--- config.mk ---
export PLATFORM = sky130hd
export DESIGN_NAME = key_event_sched
export DESIGN_NICKNAME = d
export VERILOG_FILES = /design/src/rtl/key_event_sched.sv
export SDC_FILE = /design/constraint.sdc
export NUM_CORES = 1
export LEC_CHECK = 0
export ABC_CLOCK_PERIOD_IN_PS = 3300
export BUFFER_PORTS_ARGS = -buffer_cell sky130_fd_sc_hd__buf_4
export CORE_ASPECT_RATIO = 1.1
export CORE_UTILIZATION = 35
export CTS_CLUSTER_DIAMETER = 100
export CTS_CLUSTER_SIZE = 25
export DETAILED_ROUTE_END_ITERATION = 16
export HOLD_SLACK_MARGIN = 0.12
export PLACE_DENSITY = 0.61
export SETUP_SLACK_MARGIN = 0.02
export SLEW_MARGIN = 15
export SYNTH_ARGS = -nofsm -noshare
export SYNTH_HDL_FRONTEND = slang
export SYNTH_SLANG_ARGS = --single-unit
--- constraint.sdc ---
create_clock -name clk -period 3.3 [get_ports clk]
set_input_delay 0.66 -clock clk [delete_from_list [all_inputs] [get_ports clk]]
set_output_delay 0.66 -clock clk [all_outputs]
set_load 0.005 [all_outputs]
--- src/rtl/key_event_sched.sv ---
// Key press scheduler: latches key pulses into pending flags and queues granted key codes in a 4-deep FIFO.
// Optional macro KEYQ_ROUND_ROBIN_EN selects round-robin grant; default is fixed priority (key 0 highest).
module key_event_sched (
  input  logic       clk,
  input  logic       rst,
  input  logic [6:0] key_pls,
  output logic       evt_valid,
  output logic [2:0] evt_code,
  input  logic       evt_ready,
  output logic [6:0] pend,
  output logic [2:0] fifo_cnt,
  output logic       drop_pls,
  output logic [7:0] drop_cnt
);

  localparam int unsigned NKEYS  = 7;
  localparam int unsigned DEPTH  = 4;
  localparam int unsigned CODE_W = 3;
  localparam int unsigned PTR_W  = 2;
  localparam int unsigned CNT_W  = 3;
  localparam int unsigned DROP_W = 8;

  logic [NKEYS-1:0]  r_pend;
  logic [CODE_W-1:0] r_mem [DEPTH];
  logic [PTR_W-1:0]  r_wr_ptr;
  logic [PTR_W-1:0]  r_rd_ptr;
  logic [CNT_W-1:0]  r_cnt;
  logic              r_drop_pls;
  logic [DROP_W-1:0] r_drop_cnt;
  logic              r_evt_valid;
  logic [CODE_W-1:0] r_evt_code;

  logic              w_can_push;
  logic              w_grant_vld;
  logic [CODE_W-1:0] w_grant_idx;
  logic [NKEYS-1:0]  w_grant_oh;
  logic              w_push;
  logic              w_pop;
  logic [NKEYS-1:0]  w_pend_nxt;
  logic              w_drop;
  logic [CNT_W-1:0]  w_cnt_nxt;
  logic [PTR_W-1:0]  w_wr_ptr_nxt;
  logic [PTR_W-1:0]  w_rd_ptr_nxt;
  logic [CODE_W-1:0] w_head_nxt;

  assign w_can_push = (r_cnt < CNT_W'(DEPTH));

`ifdef KEYQ_ROUND_ROBIN_EN
  logic [CODE_W-1:0] r_rr_ptr;
  logic [3:0]        w_rr_idx;

  // First pending key searching upward from the key after the last grant.
  always_comb begin
    w_grant_vld = 1'b0;
    w_grant_idx = '0;
    w_rr_idx    = '0;
    for (int k = 0; k < NKEYS; k++) begin
      w_rr_idx = 4'(r_rr_ptr) + 4'd1 + 4'(k);
      if (w_rr_idx >= 4'(NKEYS)) w_rr_idx = w_rr_idx - 4'(NKEYS);
      if (!w_grant_vld && r_pend[w_rr_idx[CODE_W-1:0]]) begin
        w_grant_vld = 1'b1;
        w_grant_idx = w_rr_idx[CODE_W-1:0];
      end
    end
  end

  always_ff @(posedge clk) begin
    if (rst)         r_rr_ptr <= CODE_W'(NKEYS - 1);
    else if (w_push) r_rr_ptr <= w_grant_idx;
  end
`else
  // Lowest-index pending key wins.
  always_comb begin
    w_grant_vld = 1'b0;
    w_grant_idx = '0;
    for (int i = NKEYS - 1; i >= 0; i--) begin
      if (r_pend[i]) begin
        w_grant_vld = 1'b1;
        w_grant_idx = CODE_W'(i);
      end
    end
  end
`endif

  // Next-state for pending flags, FIFO bookkeeping and the head that will be presented.
  always_comb begin
    w_push       = w_grant_vld & w_can_push;
    w_pop        = r_evt_valid & evt_ready;
    w_grant_oh   = w_push ? (NKEYS'(1) << w_grant_idx) : '0;
    w_pend_nxt   = (r_pend & ~w_grant_oh) | key_pls;
    w_drop       = |(key_pls & r_pend & ~w_grant_oh);
    w_cnt_nxt    = r_cnt + CNT_W'(w_push) - CNT_W'(w_pop);
    w_wr_ptr_nxt = r_wr_ptr + PTR_W'(w_push);
    w_rd_ptr_nxt = r_rd_ptr + PTR_W'(w_pop);
    w_head_nxt   = r_mem[w_rd_ptr_nxt];
    if (w_push && (w_rd_ptr_nxt == r_wr_ptr)) w_head_nxt = w_grant_idx;
    if (w_cnt_nxt == '0) w_head_nxt = '0;
  end

  always_ff @(posedge clk) begin
    if (rst) begin
      r_pend      <= '0;
      for (int i = 0; i < DEPTH; i++) r_mem[i] <= '0;
      r_wr_ptr    <= '0;
      r_rd_ptr    <= '0;
      r_cnt       <= '0;
      r_drop_pls  <= 1'b0;
      r_drop_cnt  <= '0;
      r_evt_valid <= 1'b0;
      r_evt_code  <= '0;
    end else begin
      r_pend      <= w_pend_nxt;
      if (w_push) r_mem[r_wr_ptr] <= w_grant_idx;
      r_wr_ptr    <= w_wr_ptr_nxt;
      r_rd_ptr    <= w_rd_ptr_nxt;
      r_cnt       <= w_cnt_nxt;
      r_drop_pls  <= w_drop;
      if (w_drop && (r_drop_cnt != {DROP_W{1'b1}})) r_drop_cnt <= r_drop_cnt + DROP_W'(1);
      r_evt_valid <= (w_cnt_nxt != '0);
      r_evt_code  <= w_head_nxt;
    end
  end

  assign pend      = r_pend;
  assign fifo_cnt  = r_cnt;
  assign drop_pls  = r_drop_pls;
  assign drop_cnt  = r_drop_cnt;
  assign evt_valid = r_evt_valid;
  assign evt_code  = r_evt_code;

endmodule

==> results of run 1 <==
## state kept, by name, indices dropped and copies added (netlist names)
signal,count
evt_code,3
r_wr_ptr,2
evt_valid,1
pend,7
r_rd_ptr,2
drop_pls,1
drop_cnt,8
fifo_cnt,3
r_mem,12
## area by class of cell
type | instances | area share, %
Timing Repair Buffer | 33 | 10.89
Sequential cell | 39 | 39.60
Clock buffer | 8 | 4.620
Inverter | 10 | 1.650
Multi-Input combinational cell | 133 | 39.27
Tap cell | 72 | 3.960
## path summary, 6_finish.rpt
| kind | start | end | slack (ns) | cells past startpoint |
|---|---|---|---|---|
| min | drop_cnt[4]$_SDFFE_PP0P_ | drop_cnt[4]$_SDFFE_PP0P_ | 0.53 | 2 |
| max reg2reg | pend[0]$_SDFF_PP0_ | evt_code[0]$_SDFF_PP0_ | 0.68 | 12 |
| max | pend[0]$_SDFF_PP0_ | evt_code[0]$_SDFF_PP0_ | 0.68 | 12 |
| min reg2reg | drop_cnt[4]$_SDFFE_PP0P_ | drop_cnt[4]$_SDFFE_PP0P_ | 0.53 | 2 |
## Yosys cell counts, types with 2 or more instances
cell / count / area (µm²)
xor2_1: 2 / 17.52
nand4_1: 2 / 12.51
edfxtp_1: 12 / 360.4
nor2b_1: 4 / 25.02
o21a_1: 2 / 15.01
nor3_1: 2 / 10.01
buf_6: 2 / 22.52
nor2_1: 34 / 127.6
or3_1: 8 / 50.05
nor4_1: 4 / 25.02
mux2i_1: 5 / 50.05
o21ai_0: 6 / 30.03
nand2_1: 12 / 45.04
ha_1: 5 / 62.56
or3_4: 2 / 22.52
mux4_2: 3 / 67.56
o21bai_1: 2 / 15.01
nand3_1: 6 / 30.03
and3_1: 2 / 12.51
dfxtp_1: 27 / 540.5
nand2b_1: 2 / 12.51
a21oi_1: 10 / 50.05
xnor2_1: 3 / 26.28
and2_1: 2 / 12.51
inv_1: 9 / 33.78
clkbuf_1: 8 / 30.03
## power breakdown
| part | internal (W) | switching [W] |
|---|---|---|
| Sequential | 0.000604 | 0.000105 |
| Clock | 0.000204 | 0.000169 |
| Combinational | 0.000272 | 0.000239 |
| Total | 0.00108 | 0.000513 |
## routing by layer
layer  vias up  wire, µm  GRT usage, %
met5         -         0             0
met4         0        76         5.490
met3         8       121         3.807
met2        25      1903         25.19
met1       702      1726         17.15
li1        739         -             -
## metrics by stage
stage	utilization, %	cells	instance area (µm²)	power, W
2_1_floorplan	-	192	1884	0.001069
3_3_place_gp	42.53	287	2170	0.001234
3_5_place_dp	42.53	287	2170	0.001239
4_1_cts	44.59	295	2275	0.001610
5_1_grt	44.59	295	2275	0.001713
6_report	44.59	295	2275	0.001593
## tightest hold or removal path, delay by kind of cell, from the launching register on
kind            cells  cell delay [ns]
flops               1             0.34
compound gates      2             0.14
## kinds of logic (layout without fill, tap and decap cells)
| family | Yosys count | after routing | synth area share (%) |
|---|---|---|---|
| buf+inv | 20 | 51 | 4.781 |
| fa+ha+maj | 6 | 6 | 4.383 |
| flops | 39 | 39 | 47.81 |
| mux | 8 | 8 | 6.242 |
| compound gates | 33 | 33 | 12.82 |
| xor+xnor | 6 | 6 | 3.520 |
| simple gates | 80 | 80 | 20.45 |
==> impl_results.md, run 1 <==
- Routability cong.: 0.8195
- Clk buf depth: 2
- Starting density of the core: 36.94%
- Largest net degree at the start of global routing: 26
- Most frequent cells in the layout: 34 x nor2_1, 33 x buf_4, 27 x dfxtp_1
- DRC violations left: 0
- Routed vias/inst: 4.997
- GRT overflow: 0
- Yosys warning count: 0
- DP Wirelength: 2754 µm
- Async SR Flop Fraction: 0%
- Chip height: slightly below 80 µm
- Starting DRT DRC Count: 43
- Sequential share of the synthesized area: 47.81%
- Setup WS post-layout: ~0.68 ns
- WL per Instance: approximately 13 µm
- Diode count: 0
- Root buf cell: clkbuf_8
- WHS: 0.5277 ns
- Final Skew: 0.004363 ns
- Post-CTS Resized: 0
- Place WS: around 0.67 ns
- Port Buffer Count: 32
- Crit path DAT: roughly 2.8 ns
- Period utilisation layout: 79.50%
- Max Fanout on Critical Path: 12
- Worst-Margin Slew: 0.5409 ns
- Reg clk slew, reported paths: 0.08 ns
- Worst min path class: flop to flop
- CP required: 3.49 ns
- CTS tree: done
- CP Cell Sequence: nor4_1 -> a21oi_1 -> inv_1 -> ha_1 -> inv_1 -> ha_1 -> fa_1 -> xnor2_1 -> xnor2_1 -> nand2_1 -> nand2_1 -> nor2_1
- I/O pin total: 33
- CP delay by family, top: adder cells
- Initial antenna violation count: 0
- Max Clk Rate: 381.2 MHz
- Die ar.: 0.005682 mm²
- Synth Area per Inst: between 9 and 10 µm²
- First-pass DRT Iterations: 4
- Synthesized flop and latch total: 39
- Min cycle time layout: 2.623 ns
- Netlist Area Pre-Place: ~0.0019 mm²
- Antenna-violating nets left: 0
- Rows: 27
- CP Buf/Inv Count: 2
- Die Wd: 71.96 µm
- Clk sinks: 39
- Hold Violations, Final: 0
- Count of cell types in the netlist: 42
- Footprint of the multi-input gates: 893.4 µm²
- Critical Path Source Type: flop
- Critical Setup Path Class: flop to flop
- CP Capture Type: flop
- Post-Syn Nets: about 210
- Area growth, synth to finish: 20.72%
- Cts hold-fix bufs: 0
- Peak VDD IR: ~0.33 mV
- Final wirelength: 3828 µm
- Slew headroom: 63.63%
- Nets: between 200 and 250
- Vias in the first global route: 1,384
- Crit-path max cell delay: 0.54 ns
- Post-CTS setup buffers: 0
- Fraction of layout cells with a size suffix above 1: 21.08%
- Top_reg_cell synth: dfxtp_1
- Power per cell area: approximately 700 mW/mm²
- Clk Latency, worst-skew pair: 0.29 ns
- Setup TNS: 0 ns
- Static Leak: 0.9530 nW
- Filler cells: ~530
- H-tree Lvls: 2
- Slew Viols, Final: 0
- Max-cap viol count: 0
- First-pass GRT wire length: 6389 µm
- Core footprint: 0.005101 mm²
- Total Routing Usage GR: 14.54%
- Vias: 1,474
- Commonest non-fill, non-tap cell in the layout: nor2_1
- EDFF count, synth: 12
- Mapped Cells: 192
- Status: completed
- Final Setup Violations: 0
- RSZ-0062 raised after global routing: false
- Num CTS Buffers: 5
- Worst path slowest cell: dfxtp_1
- Register area: 900.9 µm²
Note: power is estimated with default switching activity, not from simulation.
==> run 2: changes to the inputs <==
--- a/config.mk
+++ b/config.mk
@@ -5,7 +5,7 @@
 export SDC_FILE = /design/constraint.sdc
 export NUM_CORES = 1
 export LEC_CHECK = 0
-export ABC_CLOCK_PERIOD_IN_PS = 3300
+export ABC_CLOCK_PERIOD_IN_PS = 2200
 export BUFFER_PORTS_ARGS = -buffer_cell sky130_fd_sc_hd__buf_4
 export CORE_ASPECT_RATIO = 1.1
 export CORE_UTILIZATION = 35
@@ -13,7 +13,7 @@
 export CTS_CLUSTER_SIZE = 25
 export DETAILED_ROUTE_END_ITERATION = 16
 export HOLD_SLACK_MARGIN = 0.12
-export PLACE_DENSITY = 0.61
+export PLACE_DENSITY = 0.63
 export SETUP_SLACK_MARGIN = 0.02
 export SLEW_MARGIN = 15
 export SYNTH_ARGS = -nofsm -noshare
==> constraint.sdc (replaced) <==
create_clock -name clk -period 2.2 [get_ports clk]
set_input_delay 0.44 -clock clk [delete_from_list [all_inputs] [get_ports clk]]
set_output_delay 0.44 -clock clk [all_outputs]
set_load 0.005 [all_outputs]
==> run 2 against run 1 <==
The run now ends with negative setup slack left; routed wire length rose by 3.7%; largest cell class is now multi-input combinational cells; highest routed layer unchanged; fmax increased by 18%; clock-buffer cell count decreased by 1.
==> impl_results.md, run 2 (same netlist as run 1, synthesis figures left out) <==
- Port Buffer Count: 32
- Setup WS post-layout: -0.02431 ns
- Worst min path class: input port to flop
- Hold Path Origin: key_pls[0]
- Max Fanout on Critical Path: 4
- CP Capture Type: flop
- Clk buf depth: 2
- Clk sinks: 39
- Most frequent cells in the layout: 47 x buf_4, 34 x nor2_1, 20 x dfxtp_1
- Chip height: 78.96 µm
- WL per Instance: ~13 µm
- Place WS: -0.06373 ns
- Crit path DAT: 2.40 ns
- Worst-Margin Slew: roughly 0.50 ns
- Slew headroom: between 60% and 70%
- Total Routing Usage GR: between 15 and 20%
- FF-to-FF setup slack: -0.02 ns
- CP Cell Sequence: buf_6 -> or3_4 -> or3_4 -> o311a_4 -> o22ai_4 -> buf_6 -> xor2_1 -> nor2_1
- Int Pwr: 0.001671 W
- Worst reg2reg path depth: 8
- Power per cell area: 1001 mW/mm²
- Starting density of the core: 36.94%
- RSZ-0062 raised after global routing: true
- Core footprint: approximately 0.005 mm²
- Critical Setup Path Class: flop to flop
- Sw Ratio: 32.75%
- Antenna-violating nets left: 0
- I/O pin total: 33
- Rows: 27
- Total chip power: 0.002484 W
- Comb power frac: approximately two fifths
- Root buf cell: clkbuf_8
- GRT overflow: 0
- Final wirelength: 3971 µm
- Crit-path max cell delay: 0.38 ns
- Final instance area: 0.002481 mm²
- Worst path slowest cell: or3_4
- Filler cells: 500
- Clock share of power: 18.7%
- Status: complete, but fails checks
- Commonest non-fill, non-tap cell in the layout: buf_4
- Flop pwr share: 41.8%
- Reg with most FFs: r_mem
- Period utilisation layout: 101.1%
- Die ar.: 0.005682 mm²
- Peak VDD IR: 0.5720 mV
- CP delay by family, top: simple AND/OR/NAND/NOR gates
- Max-cap viol count: 0
- Min cycle time layout: 2.224 ns
- Area growth, synth to finish: 31.67%
- CP required: 2.38 ns
- Starting DRT DRC Count: between 80 and 90
- Number of flip-flops in the largest register: 12
- Diode count: 0
- Nets: around 260
- H-tree Lvls: 2
- Vias: 1,526
- Slew Viols, Final: 0
- CTS tree: done
- Max Clk Rate: roughly 450 MHz
- DP Wirelength: 2987 µm
- Fraction of layout cells with a size suffix above 1: 34.85%
- Hold Violations, Final: 0
- Initial antenna violation count: 0
- DRC violations left: 0
- Final Setup Violations: 1
- RR Startpoint: pend[2]$_SDFF_PP0_
- P_sw: 0.0008137 W
- Die Wd: 71.96 µm
- Vias in the first global route: 1,461
- Routed vias/inst: 4.875
- Reg2reg end: drop_cnt[0]$_SDFFE_PP0P_
- Clk Latency, worst-skew pair: ~0.29 ns
- First-pass GRT wire length: 6817 µm
- Worst hold stages: 3
- Static Leak: 1.052 nW
- DP Area: roughly 0.0023 mm²
- Reg clk slew, reported paths: 0.07 ns
- CP Buf/Inv Count: 2
- Worst Hold Endpoint: pend[0]$_SDFF_PP0_
- Critical Path Source Type: flop
- Failing checks: negative setup slack
- Num CTS Buffers: 5
- Final Skew: 0.002979 ns
- Routability cong.: 0.7530
- First-pass DRT Iterations: 4
- Largest net degree at the start of global routing: 26
run 2: worst min-delay path: cells and delay by family:
| family | cells | cell delay, ns |
|---|---|---|
| AOI/OAI and AO/OA | 1 | 0.03 |
| buffers and inverters | 1 | 0.08 |
| and+or+nand+nor | 1 | 0.06 |
run 2: through the flow:
step	std cells	hold slack, ns	utilization, %	TNS (ns)
2_1_floorplan	192	0.4828	-	-0.06286
3_3_place_gp	305	0.4858	45.77	-0.05649
3_5_place_dp	305	0.4965	45.77	-0.2884
4_1_cts	313	0.3592	47.80	0
5_1_grt	313	0.3762	48.64	-0.7999
6_report	313	0.3665	48.64	-0.02431
run 2: cell type report:
type | instances | area, µm² | area share, %
Sequential cell | 39 | 912.1 | 36.76
Timing Repair Buffer | 51 | 397.9 | 16.04
Inverter | 10 | 37.54 | 1.513
Clock inverter | 1 | 5.005 | 0.2017
Multi-Input combinational cell | 133 | 962.2 | 38.78
Tap cell | 72 | 90.09 | 3.631
Clock buffer | 7 | 76.32 | 3.076
run 2: power by group through the flow:
stage | logic, W | clock network (W) | registers [W]
6_report | 0.000980 | 0.000465 | 0.00104
5_1_grt | 0.00111 | 0.000509 | 0.00106
4_1_cts | 0.000960 | 0.000484 | 0.00104
3_5_place_dp | 0.000943 | 0 | 0.00105
3_3_place_gp | 0.000937 | 0 | 0.00105
2_1_floorplan | 0.000632 | 0 | 0.00100
run 2: worst max-delay path by stage:
stage | from | end | slack, ns | cells after the start
after detailed placement | evt_ready | evt_code[0]$_SDFF_PP0_ | -0.06 | 11
after floorplan | pend[0]$_SDFF_PP0_ | evt_code[0]$_SDFF_PP0_ | -0.02 | 13
after global placement | evt_ready | evt_code[0]$_SDFF_PP0_ | -0.02 | 11
final | pend[2]$_SDFF_PP0_ | drop_cnt[0]$_SDFFE_PP0P_ | -0.02 | 8
after global routing | pend[0]$_SDFF_PP0_ | evt_code[2]$_SDFF_PP0_ | -0.11 | 12
after CTS | pend[2]$_SDFF_PP0_ | drop_cnt[0]$_SDFFE_PP0P_ | 0.01 | 8
run 2: per-layer routing:
metal  vias to the layer above  GRT usage [%]  share of wire, %
met5                         -              0                 0
met4                         0          5.686               1.4
met3                         8          3.426               3.2
met2                        27          27.74                52
met1                       717          18.46                43
li1                        774              -                 -
run 2: repair_timing:
item | in CTS | in global routing
setup endpoints to repair | 10 | 12
endpoints found under the hold margin | 0 | 0
pin swaps | 2 | 11
resized for setup | 5 | 17
hold buffers | 0 | 0
buffers inserted | 0 | 1
==> run 3: changes to the inputs <==
--- a/config.mk
+++ b/config.mk
@@ -5,6 +5,7 @@
 export SDC_FILE = /design/constraint.sdc
 export NUM_CORES = 1
 export LEC_CHECK = 0
+export ABC_AREA = 1
 export ABC_CLOCK_PERIOD_IN_PS = 2200
 export BUFFER_PORTS_ARGS = -buffer_cell sky130_fd_sc_hd__buf_4
 export CORE_ASPECT_RATIO = 1.1
==> run 3 against run 2 <==
The run now ends clean; combinational power up 4%; utilization shrank 1.4 points; clock skew rose by 0.0030 ns; fmax up 3.9%; critical endpoint is now evt_code[1]$_SDFF_PP0_; largest cell class unchanged.
==> impl_results.md, run 3 <==
- Clock share of power: 18.5%
- Worst-Margin Slew: 0.3233 ns
- Mapped Cells: 265
- Critical Setup Path Class: flop to flop
- CP required: 2.39 ns
- Reg with most FFs: r_mem
- Post-Syn Nets: 281
- P_sw: between 0.0008 and 0.0009 W
- H-tree Lvls: 2
- Die ar.: 0.006005 mm²
- Simple-gate portion of the synthesized area: 31.30%
- Final instance area: around 0.0026 mm²
- Top cell type's share of synthesized area: 27.10%
- Non-Filler Instances: 394
- Number of flip-flops in the largest register: 12
- DP Wirelength: approximately 3000 µm
- Comb power frac: 41.3%
- Worst Hold Endpoint: pend[0]$_SDFF_PP0_
- Crit path DAT: 2.33 ns
- Routed vias/inst: 4.348
- GRT overflow: 0
- Adder-Cell Fraction of Synth Area: ~4.1%
- Core footprint: 0.005430 mm²
- Mux cell area share after synthesis: 1.694%
- Slew Viols, Final: 0
- WL per Instance: ~10 µm
- Clk Latency, worst-skew pair: between 0.2 and 0.3 ns
- Synth area leader: dfxtp_1
- Initial antenna violation count: 0
- First-pass DRT Iterations: 4
- Synth top cells by count: 63 x nand2_1, 46 x nor2_1, 44 x inv_1, 27 x dfxtp_1, 17 x a21oi_1
- Netlist Area Pre-Place: 0.001994 mm²
- Min cycle time layout: 2.141 ns
- Largest net degree at the start of global routing: 19
- RSZ-0062 raised after global routing: true
- Critical Path Source Type: flop
- Count of cell types in the netlist: 29
- Sw Ratio: 35.23%
- Max-cap viol count: 0
- Top_reg_cell synth: dfxtp_1
- Root buf cell: clkbuf_8
- Synth Area per Inst: 7.526 µm²
- Final wirelength: 3970 µm
- Starting DRT DRC Count: 40
- FF-to-FF setup slack: 0.06 ns
- Antenna-violating nets left: 0
- Synth top area cells: dfxtp_1 27%, edfxtp_1 18%, nand2_1 12%
- Synthesized flop and latch total: 39
- Setup TNS: 0 ns
- XOR/XNOR share of the synthesized area: 2.196%
- Period utilisation layout: 97.33%
- DP Area: approximately 0.0024 mm²
- Status: completed
- Fraction of layout cells with a size suffix above 1: 27.59%
- Static Leak: 1.289 nW
- Power per cell area: 959.5 mW/mm²
- First-pass GRT wire length: around 6600 µm
- Final Setup Violations: 0
- Vias in the first global route: around 1,600
- CP Capture Type: flop
- Starting density of the core: 36.73%
- Worst hold stages: 3
- Filler cells: around 540
- RR Startpoint: pend[2]$_SDFF_PP0_
- Num CTS Buffers: 5
- Flop pwr share: 40.2%
- Peak VDD IR: 0.3917 mV
- Clk sinks: 39
- Hold Path Origin: key_pls[0]
- Slew headroom: 78.37%
- Worst min path class: input port to flop
- Die Wd: roughly 74 µm
- Vias: 1,713
- Routability cong.: 0.7166
- Reg2reg end: evt_code[1]$_SDFF_PP0_
- Async SR Flop Fraction: 0%
- Area growth, synth to finish: 28.73%
- EDFF count, synth: 12
- Rows: 28
- Largest family of logic cells by synthesized area: simple AND/OR/NAND/NOR gates
- Nets: 334
- Clk buf depth: 2
- Int Pwr: 0.001596 W
- Chip height: 81.17 µm
- Sequential share of the synthesized area: 45.17%
- Most frequent cells in the layout: 62 x nand2_1, 50 x buf_4, 46 x nor2_1
- Most frequent cell after synthesis: nand2_1
- CTS tree: done
- Hold Violations, Final: 0
- Commonest non-fill, non-tap cell in the layout: nand2_1
- Max Fanout on Critical Path: 4
- Synth Area in Compound Gates: 5.834%
- Reg clk slew, reported paths: ~0.070 ns
- Worst reg2reg path depth: 11
- DRC violations left: 0
- Diode count: 0
- Total Routing Usage GR: approximately 15%
- Dpl cells: 381
- Port Buffer Count: 32
- Yosys warning count: 0
- I/O pin total: 33
- Final Skew: just under 0.006 ns
- Max Clk Rate: approximately 470 MHz
run 3: cell types whose count changed in the layout (fill, tap and decap cells not counted), sizes merged, moves of 3 or more:
cell,previous run,this run
nor2,34,52
nor2b,4,0
a21oi,10,17
nor4,4,0
mux4,3,0
nand2,12,68
mux2,0,3
or3,10,0
inv,9,44
nand3,6,16
mux2i,5,0
run 3: worst max-delay path, stage by stage (launching register included):
cell	delay [ns]
dfxtp_2	0.34
nor2_4	0.13
nand2_4	0.07
o21ai_4	0.15
ha_1	0.24
inv_1	0.06
ha_2	0.17
fa_1	0.44
o31ai_2	0.25
inv_2	0.10
o21ai_2	0.06
nor2_1	0.05
run 3: area by class of cell:
type	instances	area, µm²	share of cell area (%)
inverters	45	168.9	6.579
clock inverters	1	5.005	0.1949
clock buffers	7	76.32	2.973
flip-flops and latches	39	905.9	35.28
multi-input cells	177	942.2	36.70
well taps	75	93.84	3.655
repair buffers	50	375.4	14.62
run 3: power groups by stage:
stage	Sequential [W]	Clock, W	Combinational [W]
CTS	0.000989	0.000469	0.000927
detailed placement	0.00100	0	0.000921
finish	0.000990	0.000456	0.00102
global route	0.00101	0.000499	0.00115
floorplan	0.00100	0	0.000596
global placement	0.00100	0	0.000900
run 3: timing repair:
item	CTS	global route
cloned	0	0
buffers inserted	1	4
pin swaps	1	7
hold buffers	0	0
resized for setup	0	19
setup endpoints to repair	2	4
run 3: cells by family after synthesis:
family	count (synthesis)
AOI/OAI and AO/OA	22
xor gates and xnor gates	5
adders and majority gates	6
buffers and inverters	49
DFF	39
muxes	3
and+or+nand+nor	141
run 3: worst max path at each step:
stage | from | to | slack, ns | cells after the start
CTS | pend[4]$_SDFF_PP0_ | evt_code[1]$_SDFF_PP0_ | 0.03 | 11
floorplan | pend[1]$_SDFF_PP0_ | evt_code[0]$_SDFF_PP0_ | 0.04 | 11
global route | pend[2]$_SDFF_PP0_ | evt_code[2]$_SDFF_PP0_ | -0.11 | 11
detailed placement | evt_ready | evt_code[1]$_SDFF_PP0_ | -0.005 | 13
finish | pend[2]$_SDFF_PP0_ | evt_code[1]$_SDFF_PP0_ | 0.06 | 11
global placement | evt_ready | evt_code[2]$_SDFF_PP0_ | 0.04 | 13
run 3: stage by stage:
step	hold slack, ns	utilization [%]	setup WS [ns]	total power [W]
global placement	0.5181	44.24	0.03866	0.001901
CTS	0.3607	45.88	0.02529	0.002386
finish	0.3688	47.28	0.05863	0.002464
floorplan	0.5028	-	0.04094	0.001599
global route	0.3682	47.28	-0.1105	0.002665
detailed placement	0.5234	44.24	-0.005082	0.001925
run 3: per-layer routing:
layer,vias to the layer above,share of wire (%),global-route usage (%)
li1,920,-,-
met4,0,0.73,4.038
met1,764,44,17.13
met2,25,52,25.82
met3,4,3.1,3.722
met5,-,0,0
